### config.mk
export PLATFORM = sky130hd
export DESIGN_NAME = button_strobe_gen
export DESIGN_NICKNAME = d
export VERILOG_FILES = /design/src/rtl/button_strobe_gen.sv
export SDC_FILE = /design/constraint.sdc
export NUM_CORES = 1
export LEC_CHECK = 0
export CORE_MARGIN = 1.5
export CORE_UTILIZATION = 35
export CTS_CLUSTER_DIAMETER = 150
export CTS_CLUSTER_SIZE = 40
export DETAILED_ROUTE_END_ITERATION = 12
export HOLD_SLACK_MARGIN = 0.12
export PLACE_DENSITY = 0.64
export SETUP_SLACK_MARGIN = 0.15
export SKIP_CTS_REPAIR_TIMING = 1
export SLEW_MARGIN = 30
export SYNTH_ARGS = -nofsm -noshare
export SYNTH_HDL_FRONTEND = slang
export SYNTH_SLANG_ARGS = --single-unit
### constraint.sdc
create_clock -name clock_i -period 1.8 [get_ports clock_i]
set_clock_uncertainty 0.05 [all_clocks]
set_input_delay 0.36 -clock clock_i [delete_from_list [all_inputs] [get_ports clock_i]]
set_output_delay 0.36 -clock clock_i [all_outputs]
set_load 0.02 [all_outputs]
### src/rtl/button_strobe_gen.sv
// -----------------------------------------------------------------------------
// button_strobe_gen
//
// Turns raw, asynchronous, active-high push-buttons into clean single-cycle
// command strobes. Each channel is synchronized (two flops), debounced (level
// accepted after DEBOUNCE_CYCLES consecutive disagreeing samples), edge
// detected, and optionally auto-repeated while held.
//
// Ports
//   clock_i     system clock
//   reset_n_i   asynchronous, active-low reset
//   btn_raw_i   raw button pins, 1 = pressed, asynchronous to clock_i
//   level_o     debounced button state
//   press_o     one-cycle pulse on each accepted 0->1 of level_o
//   release_o   one-cycle pulse on each accepted 1->0 of level_o
//   strobe_o    one-cycle command pulse: press OR auto-repeat
// -----------------------------------------------------------------------------
module button_strobe_gen #(
  parameter int unsigned        NUM_BTN         = 3,
  parameter int unsigned        DEBOUNCE_CYCLES = 120000,
  parameter int unsigned        REPEAT_DELAY    = 6000000,
  parameter int unsigned        REPEAT_PERIOD   = 1200000,
  parameter logic [NUM_BTN-1:0] REPEAT_MASK     = '0
) (
  input  logic               clock_i,
  input  logic               reset_n_i,
  input  logic [NUM_BTN-1:0] btn_raw_i,
  output logic [NUM_BTN-1:0] level_o,
  output logic [NUM_BTN-1:0] press_o,
  output logic [NUM_BTN-1:0] release_o,
  output logic [NUM_BTN-1:0] strobe_o
);

  localparam int unsigned DB_W   = $clog2(DEBOUNCE_CYCLES);
  localparam int unsigned RPT_MX = (REPEAT_DELAY > REPEAT_PERIOD) ? REPEAT_DELAY : REPEAT_PERIOD;
  localparam int unsigned RP_W   = $clog2(RPT_MX);

  localparam logic [DB_W-1:0] DB_LAST  = DB_W'(DEBOUNCE_CYCLES - 1);
  localparam logic [RP_W-1:0] DLY_LAST = RP_W'(REPEAT_DELAY - 1);
  localparam logic [RP_W-1:0] PER_LAST = RP_W'(REPEAT_PERIOD - 1);

  typedef enum logic [1:0] {
    ST_IDLE,
    ST_HELD,
    ST_REPEAT
  } rpt_state_e;

  for (genvar i = 0; i < NUM_BTN; i++) begin : g_chan
    logic            s1_q, s2_q;
    logic            level_q, level_d;
    logic [DB_W-1:0] db_cnt_q, db_cnt_d;
    logic            rise_d, fall_d;
    logic            press_q, release_q, strobe_q;
    rpt_state_e      state_q, state_d;
    logic [RP_W-1:0] rp_cnt_q, rp_cnt_d;
    logic            rpt_d;

    // NOTE: every flop here, counters included, is async-reset so that a reset
    // at any moment discards debounce and repeat progress and silences outputs.
    // NOTE: sequential state uses non-blocking assignments so that s2_q samples
    // the old s1_q, giving a true two-stage synchronizer.
    always_ff @(posedge clock_i or negedge reset_n_i) begin
      if (!reset_n_i) begin
        s1_q      <= 1'b0;
        s2_q      <= 1'b0;
        level_q   <= 1'b0;
        db_cnt_q  <= '0;
        press_q   <= 1'b0;
        release_q <= 1'b0;
        strobe_q  <= 1'b0;
        state_q   <= ST_IDLE;
        rp_cnt_q  <= '0;
      end else begin
        s1_q      <= btn_raw_i[i];
        s2_q      <= s1_q;
        level_q   <= level_d;
        db_cnt_q  <= db_cnt_d;
        press_q   <= rise_d;
        release_q <= fall_d;
        strobe_q  <= rise_d | rpt_d;
        state_q   <= state_d;
        rp_cnt_q  <= rp_cnt_d;
      end
    end

    // Debounce: count consecutive samples where s2 disagrees with the accepted
    // level; any agreeing sample (a bounce) restarts the count from zero.
    // NOTE: every signal driven here gets a default first, so no path leaves
    // it unassigned and no latch is inferred.
    always_comb begin
      level_d  = level_q;
      db_cnt_d = '0;
      rise_d   = 1'b0;
      fall_d   = 1'b0;
      if (s2_q != level_q) begin
        if (db_cnt_q == DB_LAST) begin
          level_d = s2_q;
          rise_d  = s2_q;
          fall_d  = ~s2_q;
        end else begin
          db_cnt_d = db_cnt_q + 1'b1;
        end
      end
    end

    // Repeat FSM. It reacts to the same-edge press event, so the counter holds
    // k in the k-th cycle after the press strobe and the repeat pulse lands
    // exactly REPEAT_DELAY cycles after it.
    always_comb begin
      state_d  = state_q;
      rp_cnt_d = rp_cnt_q;
      rpt_d    = 1'b0;
      case (state_q)
        ST_IDLE: begin
          if (rise_d && REPEAT_MASK[i]) begin
            state_d  = ST_HELD;
            rp_cnt_d = '0;
          end
        end
        ST_HELD: begin
          if (rp_cnt_q == DLY_LAST) begin
            rpt_d    = 1'b1;
            rp_cnt_d = '0;
            state_d  = ST_REPEAT;
          end else begin
            rp_cnt_d = rp_cnt_q + 1'b1;
          end
        end
        ST_REPEAT: begin
          if (rp_cnt_q == PER_LAST) begin
            rpt_d    = 1'b1;
            rp_cnt_d = '0;
          end else begin
            rp_cnt_d = rp_cnt_q + 1'b1;
          end
        end
        default: begin
          state_d  = ST_IDLE;
          rp_cnt_d = '0;
        end
      endcase
      // Release wins over everything, including a repeat due on the same edge.
      if (fall_d) begin
        state_d  = ST_IDLE;
        rp_cnt_d = '0;
        rpt_d    = 1'b0;
      end
    end

    assign level_o[i]   = level_q;
    assign press_o[i]   = press_q;
    assign release_o[i] = release_q;
    assign strobe_o[i]  = strobe_q;
  end

endmodule
=== After elaboration in Yosys (flattened, before gate mapping) ===
Cells that the tools add are included.

* Register bits after elaboration: 144
* Input bits: 5
* Output and inout bits: 12
* Word-level logic and storage cells: 129

* Add/sub/neg operators: 6
* Eq/ne operators: 27
* Mux-type cells: 51
* Bitwise operators: 6
* Reductions and logical operators: 12

{| class="wikitable"
|+ Operators with widths
! kind !! count
|-
| 23-bit two-way mux || 9
|-
| 23-bit case mux with 3 select lines || 3
|-
| 17-bit two-way mux || 6
|-
| 23-bit by 1-bit adder with 23-bit output (second input constant) || 3
|-
| 23-bit by 21-bit == test with 1-bit output (second input constant) || 3
|-
| 23-bit == test (second input constant) || 3
|-
| 17-bit by 1-bit adder with 17-bit output (second input constant) || 3
|-
| 17-bit == test (second input constant) || 3
|-
| 1-bit two-way mux || 21
|-
| 2-bit two-way mux || 6
|-
| 2-bit case mux with 2 select lines || 3
|-
| 2-bit AND reduction || 6
|-
| 3-bit inequality test (second input constant) || 3
|-
| 2-bit by 1-bit == test with 1-bit output (second input constant) || 3
|-
| 2-bit == test (second input constant) || 3
|-
| 2-bit zero test || 3
|-
| 2-bit by 1-bit inequality test with 1-bit output (second input constant) || 3
|-
| 2-bit inequality test (second input constant) || 3
|-
| 1-bit case mux with 2 select lines || 3
|-
| 2-bit OR reduction || 3
|-
| 1-bit inequality test || 3
|-
| 1-bit NOT || 3
|-
| 1-bit bitwise OR || 3
|}

=== Depth between registers and ports, before layout ===
* Depth after elaboration: 5
* Mapped depth: 7

=== Worst setup path after synthesis ===
Ideal clock, no wire load.

* Path type: reg-to-reg
* From: register g_chan[1].db_cnt_q[0]
* To: register g_chan[1].db_cnt_q[10]
* Library setup time: 0.121 ns
* Arrival time: 1.545 ns
* Setup slack: 0.083 ns
* Cell stages (with the launch flop): 8
* Buffers on the path: 3
* Period minus slack after synthesis: 1.717 ns
* Cell sequence: dfrtp_1 ha_1 and4_1 clkbuf_1 a41o_1 buf_2 buf_2 nor2_1

* Cells in the longest elaborated chain, start to end: 3

{| class="wikitable"
|+ RTL lines
! item !! line !! RTL
|-
| start: declaration || 51 || <nowiki>logic [DB_W-1:0] db_cnt_q, db_cnt_d;</nowiki>
|-
| start signal: assignment || 77 || <nowiki>db_cnt_q <= db_cnt_d;</nowiki>
|-
| 17-bit by 1-bit adder with 17-bit output or 17-bit == test (tied branches) || 101, 96 ||
|-
| 17-bit two-way mux * || 96 || <nowiki>if (db_cnt_q == DB_LAST) begin</nowiki>
|-
| 17-bit two-way mux * || 95 || <nowiki>if (s2_q != level_q) begin</nowiki>
|-
| via g_chan[1].db_cnt_d[10] || 51 ||
|}

The timed path passes the listed nets; every way through them passes the cells marked *.
A chain may end at the register's enable or synchronous reset.

=== Worst setup path after layout ===
* From: register g_chan[2].db_cnt_q[13]
* To: register g_chan[2].press_q

* Cells in the longest elaborated chain, start to end: 3

{| class="wikitable"
|+ RTL lines
! item !! line !! RTL
|-
| start: declaration || 51 ||
|-
| start signal: assignment || 77 ||
|-
| 17-bit == test || 96 ||
|-
| 1-bit two-way mux || 96 ||
|-
| 1-bit two-way mux || 95 ||
|-
| via g_chan[2].rise_d || 52 || <nowiki>logic rise_d, fall_d;</nowiki>
|-
| end signal: assignment || 78 || <nowiki>press_q <= rise_d;</nowiki>
|-
| end: declaration || 53 || <nowiki>logic press_q, release_q, strobe_q;</nowiki>
|}

The timed path passes the listed nets, and every way through them passes these cells.

==> summary.txt <==
Status
  • Status: finished, final reports clean

Power and ir drop
  • Leak: ~1.8 nW
  • Peak supply drop: between 300 and 400 uV
  • Switching Share: 0.217
  • Clock power share: 0.427
  • Internal power: ~2.3 mW
  • Switching power: approximately 0.62 mW
  • Register share of total power: 0.532
  • Power share of the combinational group: 0.041
  • Power density over cell area: around 740 nW/um^2

Timing
  • Slew Limit Fails: 0
  • Least-Margin Pin Slew: about 0.35 ns
  • Fin crit period: between 1.5 and 2 ns
  • Hold_ws: about 0.3 ns
  • Final hold viol count: 0
  • Relative slew slack: 0.763
  • Final setup fails: 0
  • Peak Freq: between 500 and 600 MHz
  • Unrepaired setup endpoints after global routing: true
  • Final worst path period share: 0.961

Clocking
  • CTS Root Cell: clkbuf_8
  • Worst-path clk slew: ~0.07 ns
  • # H-tree levels: 3
  • CTS sink count: 66
  • CTS tree: yes
  • Worst skew pair latency: ~0.34 ns
  • CTS Buf Count: 9
  • Clock buffer depth: 2

Flow run
  • Max_cap viols: 0

Finish
  • Commonest non-fill, non-tap cell in the layout: dfrtp_1
  • Finished Cell Area: between 3000 and 4000 sq um
  • Layout cells sized above 1: 0.215
  • Fin util: 0.446
  • Nets: around 340
  • FILL cells: 792
  • Ant diodes: 0
  • Multi-input gate area: between 1000 and 1500 sq um
  • Area grow syn2layout: 23.9%
  • Register area: between 1500 and 2000 sq um
  • Commonest cells after routing, fill and taps aside: 63 x dfrtp_1, 53 x nor2_1, 34 x xnor2_1, 21 x buf_4, 18 x nand4_1

Synthesis
  • Post-synthesis instance area: around 3100 sq um
  • Seq/Total Area, Yosys: 0.526
  • Syn. warnings: 0
  • Mapped Cells: slightly above 300
  • EDFF count, synth: 0
  • Ys async rst share: 1.00
  • Syn avg cell area: around 10 sq um
  • Yosys cell types: 33
  • Seq cells post-synth: 66
  • Most used flip-flop cell after synthesis: dfrtp_1
  • Post-Syn Nets: between 300 and 400

Critical path
  • Crit Path Max Fanout: 2
  • Startpoint Class: flop
  • Crit. End Element: flop
  • CP required: roughly 2 ns
  • Critical Path AT: between 1.5 and 2 ns
  • Crit Path Class: reg -> reg
  • Worst r2r path cells: 4

Route
  • Final wirelength: between 5000 and 6000 microns
  • TritonRoute pass-1 iters: 4
  • Vias per Instance: between 5 and 6
  • DRC Markers: 0
  • Post-route ant nets: 0
  • First DRT Iteration DRCs: approximately 100
  • Vias: about 2,300
  • Post-DR wirelength/cell: approximately 13 microns

GRT
  • First-pass GRT wire length: ~10,000 microns
  • Global routing's busiest layer: met2
  • Initial antenna violation count: 0
  • Largest net degree at the start of global routing: between 50 and 60
  • GR Util met2: 0.197
  • Vias in the first global route: 2,210
  • Gr ovfl total: 0
  • GR Util All Layers: 0.132
  • M1 GR Usage: 0.174
  • Met3 usage: 0.0381

Die
  • Number of I/O pins: 17
  • Die area: ~9500 sq um
  • Core Footprint: 8720 sq um
  • Placement Rows: 34
  • Starting Density: 0.360
  • Chip height: 97.7 microns
  • DIE WIDTH: 97.7 microns

Place
  • Port bufs: 16
  • GPL Wtd Cong: 0.851
  • Post-DP HPWL: between 3000 and 4000 microns
  • Post-DP Area: roughly 3400 sq um

Worst hold path
  • Worst Hold Class: reg -> reg
  • Worst hold stages: 0
==> worst max-delay path: stages (launching register included) <==
cell and delay (ns):
dfrtp_1 0.38, or4b_4 0.53, nor4_2 0.28, nand4_1 0.20, nor3b_2 0.20
==> final timing paths <==
check	startpoint	to	slack, ns
max reg2reg	g_chan[2].db_cnt_q[13]	g_chan[2].press_q	0.07
max	g_chan[2].db_cnt_q[13]	g_chan[2].press_q	0.07
min in group asynchronous	reset_n_i	g_chan[1].s1_q	0.38
min reg2reg	g_chan[0].s1_q	g_chan[0].s2_q	0.30
min	g_chan[0].s1_q	g_chan[0].s2_q	0.30
max in group asynchronous	reset_n_i	g_chan[2].db_cnt_q[6]	0.75
==> cells by family after synthesis <==
kind of cell,synth area share
and+or+nand+nor,0.259
DFF,0.526
xor gates and xnor gates,0.131
buffers and inverters,0.0510
AOI/OAI and AO/OA,0.00996
muxes,0.0108
adders and majority gates,0.0120
==> per-layer routing <==
metal / up-vias / part of all wire / wire [microns]
met3: 13 / 0.033 / 195
met5: - / 0 / 0
li1: 1104 / - / -
met1: 1109 / 0.47 / 2750
met4: 0 / 0.022 / 129
met2: 40 / 0.48 / 2840
==> sequential cells by signal (all words and copies together) (netlist names) <==
register,count
g_chan.s1_q,3
g_chan.s2_q,3
g_chan.press_q,1
g_chan.strobe_q,2
g_chan.db_cnt_q,51
g_chan.level_q,3
g_chan.release_q,3
==> area by class of cell <==
class | instances | area share
Timing Repair Buffer | 42 | 0.107
Sequential cell | 66 | 0.426
Inverter | 7 | 0.00675
Multi-Input combinational cell | 210 | 0.377
Clock buffer | 12 | 0.0399
Clock inverter | 2 | 0.00965
Tap cell | 108 | 0.0347
==> per-stage QoR <==
step	cells	setup WS, ns	setup TNS (ns)	total power [mW]
detailed placement	421	0.0729	0	1.66
global placement	421	0.111	0	1.66
global route	447	-0.0403	-0.0569	3.03
floorplan	305	0.145	0	1.60
finish	447	0.0695	0	2.88
CTS	435	-0.0179	-0.0224	2.91
==> power groups by stage <==
stage               logic (mW)  clock network [mW]  registers [mW]
finish                   0.119                1.23            1.53
global route             0.136                1.36            1.54
CTS                      0.109                1.27            1.53
detailed placement       0.107                   0            1.56
global placement         0.106                   0            1.56
floorplan               0.0495                   0            1.55
==> cells in the mapped netlist, types with 2 or more instances <==
cell / n / area, sq um
and3_1: 2 / 12.5
xnor2_1: 34 / 298
nand4_1: 18 / 113
and4_1: 5 / 43.8
nor3_1: 9 / 45.0
clkbuf_1: 5 / 18.8
nor3b_1: 8 / 60.1
mux2_2: 3 / 33.8
ha_1: 3 / 37.5
nand2_1: 16 / 60.1
nor2_1: 54 / 203
nand3_1: 15 / 75.1
nand4_2: 2 / 25.0
buf_4: 12 / 90.1
xor2_1: 13 / 114
nor4_1: 14 / 87.6
buf_2: 5 / 25.0
dfrtp_1: 66 / 1650
inv_1: 7 / 26.3
(Power assumes the default switching activity.)
